`config.mk`:
```
export PLATFORM = sky130hd
export DESIGN_NAME = spi_device_flat
export DESIGN_NICKNAME = d
export VERILOG_FILES = /design/src/rtl/spi_device_if.sv /design/src/rtl/spi_device.sv /design/src/flat_wrapper.sv
export SDC_FILE = /design/constraint.sdc
export NUM_CORES = 1
export LEC_CHECK = 0
export CAP_MARGIN = 25
export CORE_UTILIZATION = 58
export DETAILED_ROUTE_END_ITERATION = 12
export PLACE_DENSITY = 0.84
export SLEW_MARGIN = 25
export SYNTH_ARGS = -nofsm -noshare
export SYNTH_HDL_FRONTEND = slang
export SYNTH_SLANG_ARGS = --single-unit
```
`constraint.sdc`:
```
create_clock -name clk_sys_i -period 4.2 [get_ports clk_sys_i]
set_clock_uncertainty 0.05 [all_clocks]
set_input_delay 1.05 -clock clk_sys_i [delete_from_list [all_inputs] [get_ports clk_sys_i]]
set_output_delay 1.05 -clock clk_sys_i [all_outputs]
set_load 0.02 [all_outputs]
```
`src/rtl/spi_device_if.sv`:
```
// spi_device_if: local byte-side handshake bundle for spi_device.
// Signal suffixes are from the device's point of view (_o driven by the
// device, _i driven by the local host logic).
// Handshake: a word moves when valid and ready are both high at a clock edge;
// valid, once raised, holds its data stable until that edge.
interface spi_device_if #(
    parameter int unsigned DataWidth = 8
) ();
    logic [DataWidth-1:0] rx_data_o;
    logic                 rx_valid_o;
    logic                 rx_ready_i;
    logic [DataWidth-1:0] tx_data_i;
    logic                 tx_valid_i;
    logic                 tx_ready_o;
    logic                 rx_overflow_o;
    logic                 tx_underrun_o;

    // Device side
    modport slave (
        output rx_data_o, rx_valid_o, tx_ready_o, rx_overflow_o, tx_underrun_o,
        input  rx_ready_i, tx_data_i, tx_valid_i
    );

    // Local host side
    modport master (
        input  rx_data_o, rx_valid_o, tx_ready_o, rx_overflow_o, tx_underrun_o,
        output rx_ready_i, tx_data_i, tx_valid_i
    );
endinterface

```
`src/rtl/spi_device.sv`:
```
// spi_device: SPI target endpoint. SCK/CS/COPI are oversampled in clk_sys_i,
// full-duplex words are exchanged with a local valid/ready byte interface.
// Optional macro SPI_DEVICE_MODE_CFG_EN adds cpol_i/cpha_i for all four SPI
// modes; without it the block is fixed to mode 0.
// Byte interface handshake: a word moves when valid and ready are both high at
// a clk_sys_i edge; rx_valid_o holds rx_data_o stable until accepted.
module spi_device #(
    parameter int unsigned          DataWidth  = 8,
    parameter logic [DataWidth-1:0] FillByte   = 8'hFF,
    parameter int unsigned          SyncStages = 2
) (
    input  logic        clk_sys_i,
    input  logic        rst_sys_ni,
    input  logic        spi_sck_i,
    input  logic        spi_cs_ni,
    input  logic        spi_copi_i,
`ifdef SPI_DEVICE_MODE_CFG_EN
    input  logic        cpol_i,
    input  logic        cpha_i,
`endif
    output logic        spi_cipo_o,
    output logic        spi_cipo_en_o,
    output logic        active_o,
    spi_device_if.slave bus_if
);

    localparam int unsigned CntW = $clog2(DataWidth + 1);
    localparam logic [CntW-1:0] CntFull = CntW'(DataWidth);
    localparam logic [CntW-1:0] CntLast = CntW'(DataWidth - 1);

    typedef enum logic {
        IDLE   = 1'b0,
        ACTIVE = 1'b1
    } state_e;

    state_e               state_q, state_d;
    logic [SyncStages-1:0] sck_sync_q, cs_sync_q, copi_sync_q;
    logic                 sck_prev_q, cs_prev_q;
    logic [DataWidth-1:0] tx_shift_q, tx_shift_d;
    logic [DataWidth-1:0] rx_shift_q, rx_shift_d;
    logic [CntW-1:0]      bit_cnt_q, bit_cnt_d;
    logic                 cipo_q, cipo_d;
    logic                 cipo_en_q, cipo_en_d;
    logic                 first_q, first_d;
    logic [DataWidth-1:0] rx_data_q, rx_data_d;
    logic                 rx_valid_q, rx_valid_d;
    logic                 rx_ovf_q, rx_ovf_d;
    logic                 tx_unr_q, tx_unr_d;
    logic [DataWidth-1:0] tx_buf_q, tx_buf_d;
    logic                 tx_full_q, tx_full_d;

    logic sck_s, cs_s, copi_s;
    logic sck_rise, sck_fall, cs_rise, cs_fall;
    logic cpol_s, cpha_s;
    logic lead_edge, trail_edge, smp_edge, upd_edge;
    logic do_load, word_done, rx_accept;
    logic [DataWidth-1:0] load_word;
    logic [DataWidth-1:0] rx_word;

    assign sck_s  = sck_sync_q[SyncStages-1];
    assign cs_s   = cs_sync_q[SyncStages-1];
    assign copi_s = copi_sync_q[SyncStages-1];

    assign sck_rise = sck_s & ~sck_prev_q;
    assign sck_fall = ~sck_s & sck_prev_q;
    assign cs_rise  = cs_s & ~cs_prev_q;
    assign cs_fall  = ~cs_s & cs_prev_q;

`ifdef SPI_DEVICE_MODE_CFG_EN
    logic cpol_q, cpha_q;

    // Mode bits are only taken while idle so a transfer never changes mode midway
    always_ff @(posedge clk_sys_i) begin
        if (!rst_sys_ni) begin
            cpol_q <= 1'b0;
            cpha_q <= 1'b0;
        end else if (state_q == IDLE) begin
            cpol_q <= cpol_i;
            cpha_q <= cpha_i;
        end
    end

    assign cpol_s = cpol_q;
    assign cpha_s = cpha_q;
`else
    assign cpol_s = 1'b0;
    assign cpha_s = 1'b0;
`endif

    // Leading edge leaves the SCK idle level; CPHA picks which edge samples
    assign lead_edge  = cpol_s ? sck_fall : sck_rise;
    assign trail_edge = cpol_s ? sck_rise : sck_fall;
    assign smp_edge   = cpha_s ? trail_edge : lead_edge;
    assign upd_edge   = cpha_s ? lead_edge : trail_edge;

    // Word taken at each TX load: buffered word, else same-cycle bypass, else fill
    assign load_word = tx_full_q          ? tx_buf_q :
                       bus_if.tx_valid_i  ? bus_if.tx_data_i : FillByte;

    assign rx_word   = {rx_shift_q[DataWidth-2:0], copi_s};
    assign rx_accept = rx_valid_q & bus_if.rx_ready_i;

    // Synchronisers, edge-detect history and all registered state
    always_ff @(posedge clk_sys_i) begin
        if (!rst_sys_ni) begin
            sck_sync_q  <= '0;
            cs_sync_q   <= '1;
            copi_sync_q <= '0;
            sck_prev_q  <= 1'b0;
            cs_prev_q   <= 1'b1;
            state_q     <= IDLE;
            tx_shift_q  <= '0;
            rx_shift_q  <= '0;
            bit_cnt_q   <= '0;
            cipo_q      <= 1'b0;
            cipo_en_q   <= 1'b0;
            first_q     <= 1'b0;
            rx_data_q   <= '0;
            rx_valid_q  <= 1'b0;
            rx_ovf_q    <= 1'b0;
            tx_unr_q    <= 1'b0;
            tx_buf_q    <= '0;
            tx_full_q   <= 1'b0;
        end else begin
            sck_sync_q  <= {sck_sync_q[SyncStages-2:0], spi_sck_i};
            cs_sync_q   <= {cs_sync_q[SyncStages-2:0], spi_cs_ni};
            copi_sync_q <= {copi_sync_q[SyncStages-2:0], spi_copi_i};
            sck_prev_q  <= sck_s;
            cs_prev_q   <= cs_s;
            state_q     <= state_d;
            tx_shift_q  <= tx_shift_d;
            rx_shift_q  <= rx_shift_d;
            bit_cnt_q   <= bit_cnt_d;
            cipo_q      <= cipo_d;
            cipo_en_q   <= cipo_en_d;
            first_q     <= first_d;
            rx_data_q   <= rx_data_d;
            rx_valid_q  <= rx_valid_d;
            rx_ovf_q    <= rx_ovf_d;
            tx_unr_q    <= tx_unr_d;
            tx_buf_q    <= tx_buf_d;
            tx_full_q   <= tx_full_d;
        end
    end

    // FSM next state plus shifter, TX buffer and RX handshake updates
    always_comb begin
        state_d    = state_q;
        tx_shift_d = tx_shift_q;
        rx_shift_d = rx_shift_q;
        bit_cnt_d  = bit_cnt_q;
        cipo_d     = cipo_q;
        cipo_en_d  = cipo_en_q;
        first_d    = first_q;
        rx_data_d  = rx_data_q;
        rx_valid_d = rx_valid_q;
        rx_ovf_d   = 1'b0;
        tx_unr_d   = 1'b0;
        tx_buf_d   = tx_buf_q;
        tx_full_d  = tx_full_q;
        do_load    = 1'b0;
        word_done  = 1'b0;

        unique case (state_q)
            IDLE: begin
                if (cs_fall) begin
                    state_d    = ACTIVE;
                    do_load    = 1'b1;
                    tx_shift_d = load_word;
                    // With CPHA=1 the MSB waits for the first leading edge
                    cipo_d     = cpha_s ? 1'b0 : load_word[DataWidth-1];
                    cipo_en_d  = 1'b1;
                    bit_cnt_d  = '0;
                    first_d    = cpha_s;
                    rx_shift_d = '0;
                end
            end
            ACTIVE: begin
                if (cs_rise) begin
                    // Deselect wins over any SCK edge seen in the same cycle
                    state_d   = IDLE;
                    cipo_d    = 1'b0;
                    cipo_en_d = 1'b0;
                    bit_cnt_d = '0;
                    first_d   = 1'b0;
                end else begin
                    if (smp_edge && (bit_cnt_q != CntFull)) begin
                        rx_shift_d = rx_word;
                        bit_cnt_d  = bit_cnt_q + 1'b1;
                        word_done  = (bit_cnt_q == CntLast);
                    end
                    if (upd_edge) begin
                        if (first_q) begin
                            cipo_d  = tx_shift_q[DataWidth-1];
                            first_d = 1'b0;
                        end else if (bit_cnt_q == CntFull) begin
                            do_load    = 1'b1;
                            tx_shift_d = load_word;
                            cipo_d     = load_word[DataWidth-1];
                            bit_cnt_d  = '0;
                        end else begin
                            tx_shift_d = tx_shift_q << 1;
                            cipo_d     = tx_shift_q[DataWidth-2];
                        end
                    end
                end
            end
            default: state_d = IDLE;
        endcase

        // TX buffer: drained by a load, filled by a handshake that was not bypassed
        if (do_load) begin
            if (tx_full_q) begin
                tx_full_d = 1'b0;
            end else if (!bus_if.tx_valid_i) begin
                tx_unr_d = 1'b1;
            end
        end
        if (bus_if.tx_valid_i && !tx_full_q && !do_load) begin
            tx_buf_d  = bus_if.tx_data_i;
            tx_full_d = 1'b1;
        end

        // RX holding register: acceptance frees it in time for a same-cycle word
        if (rx_accept) begin
            rx_valid_d = 1'b0;
        end
        if (word_done) begin
            if (!rx_valid_q || rx_accept) begin
                rx_data_d  = rx_word;
                rx_valid_d = 1'b1;
            end else begin
                rx_ovf_d = 1'b1;
            end
        end
    end

    assign spi_cipo_o           = cipo_q;
    assign spi_cipo_en_o        = cipo_en_q;
    assign active_o             = (state_q == ACTIVE);
    assign bus_if.rx_data_o     = rx_data_q;
    assign bus_if.rx_valid_o    = rx_valid_q;
    assign bus_if.tx_ready_o    = ~tx_full_q;
    assign bus_if.rx_overflow_o = rx_ovf_q;
    assign bus_if.tx_underrun_o = tx_unr_q;

endmodule

```
`src/flat_wrapper.sv`:
```
// flat-port wrapper written by rule: the top's interface ports become plain ports
module spi_device_flat 
#(
    parameter int unsigned          DataWidth  = 8,
    parameter logic [DataWidth-1:0] FillByte   = 8'hFF,
    parameter int unsigned          SyncStages = 2
)
  (clk_sys_i, rst_sys_ni, spi_sck_i, spi_cs_ni, spi_copi_i, spi_cipo_o, spi_cipo_en_o, active_o, bus_if_rx_data_o, bus_if_rx_valid_o, bus_if_tx_ready_o, bus_if_rx_overflow_o, bus_if_tx_underrun_o, bus_if_rx_ready_i, bus_if_tx_data_i, bus_if_tx_valid_i);
  spi_device_if #(.DataWidth(DataWidth)) bus_if_i ();
  input  logic clk_sys_i;
  input  logic rst_sys_ni;
  input  logic spi_sck_i;
  input  logic spi_cs_ni;
  input  logic spi_copi_i;
  output logic spi_cipo_o;
  output logic spi_cipo_en_o;
  output logic active_o;
  output wire logic [$bits(bus_if_i.rx_data_o)-1:0] bus_if_rx_data_o;
  output wire logic [$bits(bus_if_i.rx_valid_o)-1:0] bus_if_rx_valid_o;
  output wire logic [$bits(bus_if_i.tx_ready_o)-1:0] bus_if_tx_ready_o;
  output wire logic [$bits(bus_if_i.rx_overflow_o)-1:0] bus_if_rx_overflow_o;
  output wire logic [$bits(bus_if_i.tx_underrun_o)-1:0] bus_if_tx_underrun_o;
  input wire logic [$bits(bus_if_i.rx_ready_i)-1:0] bus_if_rx_ready_i;
  input wire logic [$bits(bus_if_i.tx_data_i)-1:0] bus_if_tx_data_i;
  input wire logic [$bits(bus_if_i.tx_valid_i)-1:0] bus_if_tx_valid_i;
  assign bus_if_rx_data_o = bus_if_i.rx_data_o;
  assign bus_if_rx_valid_o = bus_if_i.rx_valid_o;
  assign bus_if_tx_ready_o = bus_if_i.tx_ready_o;
  assign bus_if_rx_overflow_o = bus_if_i.rx_overflow_o;
  assign bus_if_tx_underrun_o = bus_if_i.tx_underrun_o;
  assign bus_if_i.rx_ready_i = bus_if_rx_ready_i;
  assign bus_if_i.tx_data_i = bus_if_tx_data_i;
  assign bus_if_i.tx_valid_i = bus_if_tx_valid_i;
  spi_device #(.DataWidth(DataWidth), .FillByte(FillByte), .SyncStages(SyncStages)) u_core (.clk_sys_i(clk_sys_i), .rst_sys_ni(rst_sys_ni), .spi_sck_i(spi_sck_i), .spi_cs_ni(spi_cs_ni), .spi_copi_i(spi_copi_i), .spi_cipo_o(spi_cipo_o), .spi_cipo_en_o(spi_cipo_en_o), .active_o(active_o), .bus_if(bus_if_i));
endmodule
```
== After elaboration in Yosys (flattened, before gate mapping) ==
Index checks and enable logic that the tools add are counted.

* Bits in registers: 51
* Output and inout bits: 15

* Add/subtract/negate cells: 1
* Eq/ne operators: 10
* Muxes and demuxes: 50
* Bitwise logic cells: 13
* Reductions and logical operators: 15

{| class="wikitable"
|+ Operator list
! cell !! count
|-
| $mux 8 || 7
|-
| $mux 1 || 26
|-
| $mux 4 || 6
|-
| $mux 7 || 3
|-
| $pmux 8 s2 || 1
|-
| $pmux 7 s2 || 1
|-
| $ne 2x2->1 const B || 5
|-
| $pmux 1 s2 || 5
|-
| $not 1->1 || 8
|-
| $pmux 4 s2 || 1
|-
| $reduce_and 2->1 || 4
|-
| $and 1x1->1 || 5
|-
| $add 4x1->4 const B || 1
|-
| $eq 4x3->1 const B || 1
|-
| $eq 4x4->1 const B || 1
|-
| $ne 4x4->1 const B || 1
|-
| $reduce_and 4->1 || 1
|-
| $logic_and 1x1->1 || 3
|-
| $logic_not 1->1 || 3
|-
| $ne 3x3->1 const B || 1
|-
| $reduce_and 3->1 || 1
|-
| $reduce_or 3->1 || 1
|-
| $ne 2x1->1 const B || 1
|-
| $reduce_bool 2->1 || 1
|-
| $logic_or 1x1->1 || 1
|}

== Depth between registers and ports, before layout ==
Gate-level depths: netlist (run 1).

* Depth after elaboration: 9
* Gate-level depth with buffers: 7
* Depth with buffers taken out: 6

== Worst setup path after synthesis (run 1) ==
OpenSTA, ideal clock, no wires.

* Kind: in2reg
* Start point: in bus_if_tx_valid_i
* End point: reg u_core.cipo_q, in the netlist u_core.spi_cipo_o
* Library setup time: 119 ps
* Arrival time: 1,795 ps
* Setup slack: 2,237 ps
* Cell stages on the path: 4
* Cells stage by stage: clkbuf_1 > a221oi_1 > a21o_1 > o221a_2

* Cells in the longest elaborated chain, start to end: 7
* Elaborated cells on any way between the ends: 8
* Those cells by class: 8 x mux

{| class="wikitable"
|+ Ends and longest elaborated chain
! item !! line !! RTL
|-
| start: declaration || flat_wrapper.sv:25 || <nowiki>input wire logic [$bits(bus_if_i.tx_valid_i)-1:0] bus_if_tx_valid_i;</nowiki>
|-
| $mux 8 (*) || spi_device.sv:98 || <nowiki>bus_if.tx_valid_i ? bus_if.tx_data_i : FillByte;</nowiki>
|-
| $mux 8 (*) || spi_device.sv:97 || <nowiki>assign load_word = tx_full_q ? tx_buf_q :</nowiki>
|-
| $mux 1 || spi_device.sv:196 || <nowiki>end else if (bit_cnt_q == CntFull) begin</nowiki>
|-
| $mux 1 || spi_device.sv:193 || <nowiki>if (first_q) begin</nowiki>
|-
| $mux 1 || spi_device.sv:192 || <nowiki>if (upd_edge) begin</nowiki>
|-
| $mux 1 || spi_device.sv:179 || <nowiki>if (cs_rise) begin</nowiki>
|-
| $pmux 1 s2 (*) || spi_device.sv:164 || <nowiki>unique case (state_q)</nowiki>
|-
| end signal: assignment || spi_device.sv:134 || <nowiki>cipo_q <= cipo_d;</nowiki>
|-
| end: declaration || spi_device.sv:42 || <nowiki>logic cipo_q, cipo_d;</nowiki>
|}

Mark *: on every way between the ends. The rest lies on a longest branch, timed or not. The select of a mux whose other input is x is not followed.
A chain may end at the register's enable or synchronous reset.

== Worst setup path in the final report (run 1) ==
* Start point: reg u_core.tx_full_q
* End point: out bus_if_tx_ready_o

* Cells in the longest elaborated chain, start to end: 1

{| class="wikitable"
|+ Ends and longest elaborated chain
! item !! line !! RTL
|-
| start: declaration || spi_device.sv:50 || <nowiki>logic tx_full_q, tx_full_d;</nowiki>
|-
| start signal: assignment || spi_device.sv:142 || <nowiki>tx_full_q <= tx_full_d;</nowiki>
|-
| $not 1->1 || spi_device.sv:243 || <nowiki>assign bus_if.tx_ready_o = ~tx_full_q;</nowiki>
|-
| end: declaration || flat_wrapper.sv:20 || <nowiki>output wire logic [$bits(bus_if_i.tx_ready_o)-1:0] bus_if_tx_ready_o;</nowiki>
|}

No other way between the ends.

==> results.toml, run 1 <==
[timing]
slew_headroom = 0.397
slew_violations = 0
setup_viol = 0
max_freq_mhz = 357
rsz0062_at_grt = "no"
setup_tns_ns = 0
tightest_slew_ns = 0.904
timing.hold.ws_ns = 0.365
hold_viol_final = 0
fin_crit_sh = 0.667
min_period_ns = 2.80

[critical_path]
r2r-end = "u_core.tx_buf_q[4]"
crit_fanout = 21
path_cells = "inv_1 -> clkdlybuf4s50_1"
r2r_cells = 7
slowest_stage = "dfxtp_1"
r2r_slack_ns = 2.10
critPathLaunch = "u_core.tx_full_q"
regToRegStartpoint = "u_core.bit_cnt_q[0]"
critPathMaxStageDelay_ns = 0.77
cp_data_required_time_ns = 3.10
path_class = "reg -> out"
crit_path_start_kind = "register"
crit_path_end_kind = "output port"
worstPathArrival_ns = 1.70
cp-endpoint = "bus_if_tx_ready_o"

[synth]
synth.area.top_cells = "dfxtp_1, mux2i_1, nand3_1, nand2_1, o21ai_0"
ys_ff_latch = 49
ys.flop_type = "dfxtp_1"
synthCells = 252
syn_avg_cell_area_um2 = 8.69
synth-edff-count = 0
synth_top_area_frac = 0.448
synthArstFlopShare = 0
synth_common_cells = "dfxtp_1, nand2_1, nand3_1"
yosys_warnings = 0
netlist_area_um2 = 2190
synth_cell_types = 40
syn_nets = 269
yosysSeqAreaShare = 0.448
synth_top_area_cell = "dfxtp_1"
yosysMostFrequentCell = "dfxtp_1"

[drt]
avgViaCountPerCell = 5.69
wirelength_um = 4190
wl_per_cell_um = 13.2
first_pass_iters = 7
drtAntennaViolNets = 0
drc = 0
vias = 1808
drtIter0Drc = 129

[grt]
grt_pass1_vias = 1726
antenna_found_initial = 0
grt-ovfl-total = 0
grt_pass1_wl_um = 7510
grt.total_usage = 0.238
grt_max_degree = 63

[floorplan]
start_util = 0.632
die_y_um = 63.5
die_x_um = 63.5
rows = 21
die_area_um2 = 4030
io_pins = 30
placeableCoreArea_um2 = 3470

[cts]
clkSlewWorstSetupHoldPaths_ns = 0.08
postCtsHoldBufs = 0
root_buffer = "clkbuf_8"
clk_latency_ns = 0.30
cts.sink_count = 49
cts_setup_buffers = 0
cts_buffers = 5
ctsResizeCount = 0
cts_tree = "built"
h-tree-depth = 2
cts_buffer_depth = 2

[power]
power.density_nw_per_um2 = 335
max-vdd-ir-drop_mv = 0.273
p_leak_nw = 0.926
finalPower_w = 0.000850

[worst_hold_path]
min_path_type = "reg -> reg"

[flow_run]
max-cap-violations = 0

[cells_and_area]
final_cell_area_um2 = 2540
area_growth_pct = 15.9
drive_above_1_share = 0.0662
antenna_cells = 0
fillerInstances = 277
num-nets-final = 288

[placement]
placed_cell_area_um2 = 2450
hpwl_um = 2860
numPortBuffers = 29
globalplace.congestion = 0.826

[outcome]
status = "finished, final reports clean"
-- flip-flops by register name (all words and copies together), names as in the netlist --
signal and cells:
u_core.bus_if.rx_data_o 8, u_core.tx_buf_q 8, u_core.rx_shift_q 7, u_core.tx_shift_q 7
u_core.bit_cnt_q 4, u_core.copi_sync_q 2, u_core.cs_sync_q 2, u_core.sck_sync_q 2
u_core.active_o 1, u_core.bus_if.rx_overflow_o 1, u_core.bus_if.rx_valid_o 1, u_core.bus_if.tx_underrun_o 1
u_core.cs_prev_q 1, u_core.sck_prev_q 1, u_core.spi_cipo_en_o 1, u_core.spi_cipo_o 1
u_core.tx_full_q 1
-- area by class of cell --
cell class	instances	area, um^2	share of cell area
multi-input combinational	172	1070	0.421
tap	46	57.6	0.0227
clock inverter	2	15.0	0.00591
sequential	49	981	0.386
clock buffer	6	72.6	0.0286
timing repair buffer	31	300	0.118
inverter	12	45.0	0.0177
-- kinds of logic (layout without fill, tap and decap cells) --
| kind of cell | Yosys count | in the layout | synth area share |
|---|---|---|---|
| compound gates | 59 | 59 | 0.179 |
| xor+xnor | 2 | 2 | 0.00800 |
| fa+ha+maj | 2 | 2 | 0.0114 |
| buf+inv | 31 | 51 | 0.0674 |
| flops | 49 | 49 | 0.448 |
| mux | 11 | 11 | 0.0503 |
| simple gates | 98 | 98 | 0.236 |
-- per-layer routing --
metal	global-route usage	wire length, um	vias to the layer above
met3	0.0616	193	10
met4	0.108	76	0
met5	0	0	-
li1	-	-	920
met2	0.392	2040	46
met1	0.288	1880	832
-- where the power goes --
group	switching (W)	internal [W]
logic	0.0000459	0.0000431
registers	0.0000118	0.000479
clock network	0.000153	0.000117
-- worst min-delay path by stage --
stage / start / to / slack (ns) / depth (start not counted)
after floorplan: u_core.cs_sync_q[0] / u_core.cs_sync_q[1] / 0.34 / 1
after global placement: u_core.cs_sync_q[0] / u_core.cs_sync_q[1] / 0.34 / 1
after detailed placement: u_core.cs_sync_q[0] / u_core.cs_sync_q[1] / 0.35 / 1
after CTS: u_core.cs_sync_q[0] / u_core.cs_sync_q[1] / 0.37 / 1
after global routing: u_core.cs_sync_q[0] / u_core.cs_sync_q[1] / 0.39 / 1
final: u_core.cs_sync_q[0] / u_core.cs_sync_q[1] / 0.37 / 1
-- per-stage QoR --
step / setup slack (ns) / utilization / cells
after CTS: 1.41 / 0.732 / 318
after global placement: 1.63 / 0.707 / 310
after floorplan: 2.24 / - / 252
final: 1.40 / 0.732 / 318
after detailed placement: 1.54 / 0.707 / 310
after global routing: 1.28 / 0.732 / 318
-- worst max-delay path, delay by kind of cell, from the launching register on --
family   cells  cell delay (ns)
buf+inv      2             0.63
flops        1             0.77
-- cells in the final DEF, fill, tap and decap left out, types with 2 or more instances in the layout --
cell	instances
nor2_1	16
clkdlybuf4s50_1	28
clkinvlp_4	2
clkbuf_8	5
buf_4	2
dfxtp_1	49
nand3_1	22
and3_1	3
nand3b_1	4
nor2b_1	5
a21boi_0	6
nor3_1	3
o211ai_1	4
o21ai_0	19
a222oi_1	7
inv_1	12
and2_1	7
a21oi_1	14
mux2i_1	11
ha_1	2
a221oi_1	2
nand2_1	26
nand2b_1	3
No activity file was read; power rests on OpenSTA's default activity.
==> inputs of run 2 (changes only) <==
--- a/config.mk
+++ b/config.mk
@@ -6,9 +6,9 @@
 export NUM_CORES = 1
 export LEC_CHECK = 0
 export CAP_MARGIN = 25
-export CORE_UTILIZATION = 58
+export CORE_UTILIZATION = 54
 export DETAILED_ROUTE_END_ITERATION = 12
-export PLACE_DENSITY = 0.84
+export PLACE_DENSITY = 0.79
 export SLEW_MARGIN = 25
 export SYNTH_ARGS = -nofsm -noshare
 export SYNTH_HDL_FRONTEND = slang
==> constraint.sdc (replaced) <==
create_clock -name clk_sys_i -period 2.7 [get_ports clk_sys_i]
set_clock_uncertainty 0.05 [all_clocks]
set_input_delay 0.675 -clock clk_sys_i [delete_from_list [all_inputs] [get_ports clk_sys_i]]
set_output_delay 0.675 -clock clk_sys_i [all_outputs]
set_load 0.02 [all_outputs]
==> run 2 against run 1 <==
Effect of this change: clock power grew 60%; register-to-register slack lost 1.4 ns; via count grew 0.28%; die area grew 7.2%; count of clock-buffer cells in the layout shrank 1; final cell count grew 1.6%; critical path type unchanged.
==> results.toml, run 2 (synthesis gave the netlist of run 1 again) <==
[outcome]
status = "finished, final reports clean"

[cells_and_area]
final_common_cell = "dfxtp_1"
multi_input_area_um2 = 1070
antenna_cells = 0
area_growth_pct = 17.2
finalNonFillerCells = 323
drive_above_1_share = 0.0800
layout.cells.most_common_list = "dfxtp_1, clkdlybuf4s50_1, nand2_1"
fillerInstances = 302
final_cell_area_um2 = 2570
num-nets-final = 291
final_core_util = 0.681
seq_area_um2 = 981

[drt]
drc = 0
drtIter0Drc = 152
vias = 1813
avgViaCountPerCell = 5.61
first_pass_iters = 7
wirelength_um = 4090
drtAntennaViolNets = 0
wl_per_cell_um = 12.7

[timing]
slew_headroom = 0.547
setup_tns_ns = 0
max_freq_mhz = 442
slew_violations = 0
timing.final.ws_setup_ns = 0.437
setup_viol = 0
tightest_slew_ns = 0.674
min_period_ns = 2.26
fin_crit_sh = 0.838
hold_viol_final = 0
rsz0062_at_grt = "no"

[worst_hold_path]
hold-path-cell-count = 1
min_path_type = "reg -> reg"
min_from = "u_core.copi_sync_q[0]"
min_to = "u_core.copi_sync_q[1]"

[placement]
globalplace.congestion = 0.797
dp.cells = 315
post-place-ws_ns = 0.470
hpwl_um = 2870
placed_cell_area_um2 = 2480
numPortBuffers = 29

[critical_path]
crit_fanout = 11
crit_buf_inv = 1
critPathLaunch = "u_core.active_o"
r2r_cells = 7
worstPathArrival_ns = 1.54
cp_top_family = "buffers and inverters"
regToRegStartpoint = "u_core.bit_cnt_q[0]"
r2r_slack_ns = 0.68
critPathMaxStageDelay_ns = 0.68
path_cells = "clkdlybuf4s50_1"
path_class = "reg -> out"
crit_path_start_kind = "register"
r2r-end = "u_core.tx_buf_q[5]"
crit_path_end_kind = "output port"
slowest_stage = "clkdlybuf4s50_1"
cp_data_required_time_ns = 1.98

[cts]
ctsResizeCount = 0
clkSlewWorstSetupHoldPaths_ns = 0.09
root_buffer = "clkbuf_8"
clk_latency_ns = 0.30
h-tree-depth = 2
cts_setup_buffers = 0
cts.sink_count = 49
cts_tree = "built"
cts_buffer_depth = 2
cts_buffers = 5
postCtsHoldBufs = 0

[grt]
antenna_found_initial = 0
grt_pass1_vias = 1566
grt-ovfl-total = 0
grt_pass1_wl_um = 7100
grt_max_degree = 26
grt.total_usage = 0.214

[floorplan]
rows = 22
die_area_um2 = 4320
die_y_um = 65.7
placeableCoreArea_um2 = 3770
die_x_um = 65.7
io_pins = 30
start_util = 0.581

[power]
max-vdd-ir-drop_mv = 0.338
power.density_nw_per_um2 = 521
p_leak_nw = 0.952

[flow_run]
max-cap-violations = 0
[run 2: cell count changes in the layout (fill, tap and decap cells not counted)]
cell | previous run | this run
buf_4 | 2 | 5
clkbuf_1 | 1 | 0
clkinv_2 | 0 | 1
clkinv_4 | 0 | 2
clkinvlp_4 | 2 | 0
[run 2: per-layer routing]
| metal | wire length (um) | track usage | vias up | share of wire |
|---|---|---|---|---|
| li1 | - | - | 928 | - |
| met1 | 1910 | 0.286 | 821 | 0.47 |
| met2 | 1920 | 0.335 | 56 | 0.47 |
| met3 | 192 | 0.0417 | 8 | 0.047 |
| met4 | 68 | 0.0870 | 0 | 0.017 |
| met5 | 0 | 0 | - | 0 |
[run 2: final cells by class]
cell class / instances / share of cell area
well taps: 48 / 0.0234
flip-flops and latches: 49 / 0.382
clock buffers: 5 / 0.0268
repair buffers: 34 / 0.126
inverters: 12 / 0.0175
clock inverters: 3 / 0.00877
multi-input cells: 172 / 0.416
[run 2: where the power goes]
| part | internal [W] | switching (W) |
|---|---|---|
| clock | 0.000184 | 0.000249 |
| combinational | 0.0000702 | 0.0000754 |
| sequential | 0.000745 | 0.0000149 |
[run 2: through the flow]
stage | hold WS, ns | power (W)
3_3_place_gp | 0.364 | 0.000919
2_1_floorplan | 0.336 | 0.000874
4_1_cts | 0.393 | 0.00135
3_5_place_dp | 0.371 | 0.000922
6_report | 0.389 | 0.00134
5_1_grt | 0.405 | 0.00140
[run 2: how the worst max path moves through the flow]
stage	cells after the start	slack, ns	to
floorplan	6	1.05	u_core.tx_buf_q[0]
global placement	4	0.53	u_core.tx_buf_q[4]
detailed placement	4	0.47	u_core.bus_if.rx_data_o[1]
CTS	1	0.43	active_o
global route	1	0.35	active_o
finish	1	0.44	active_o
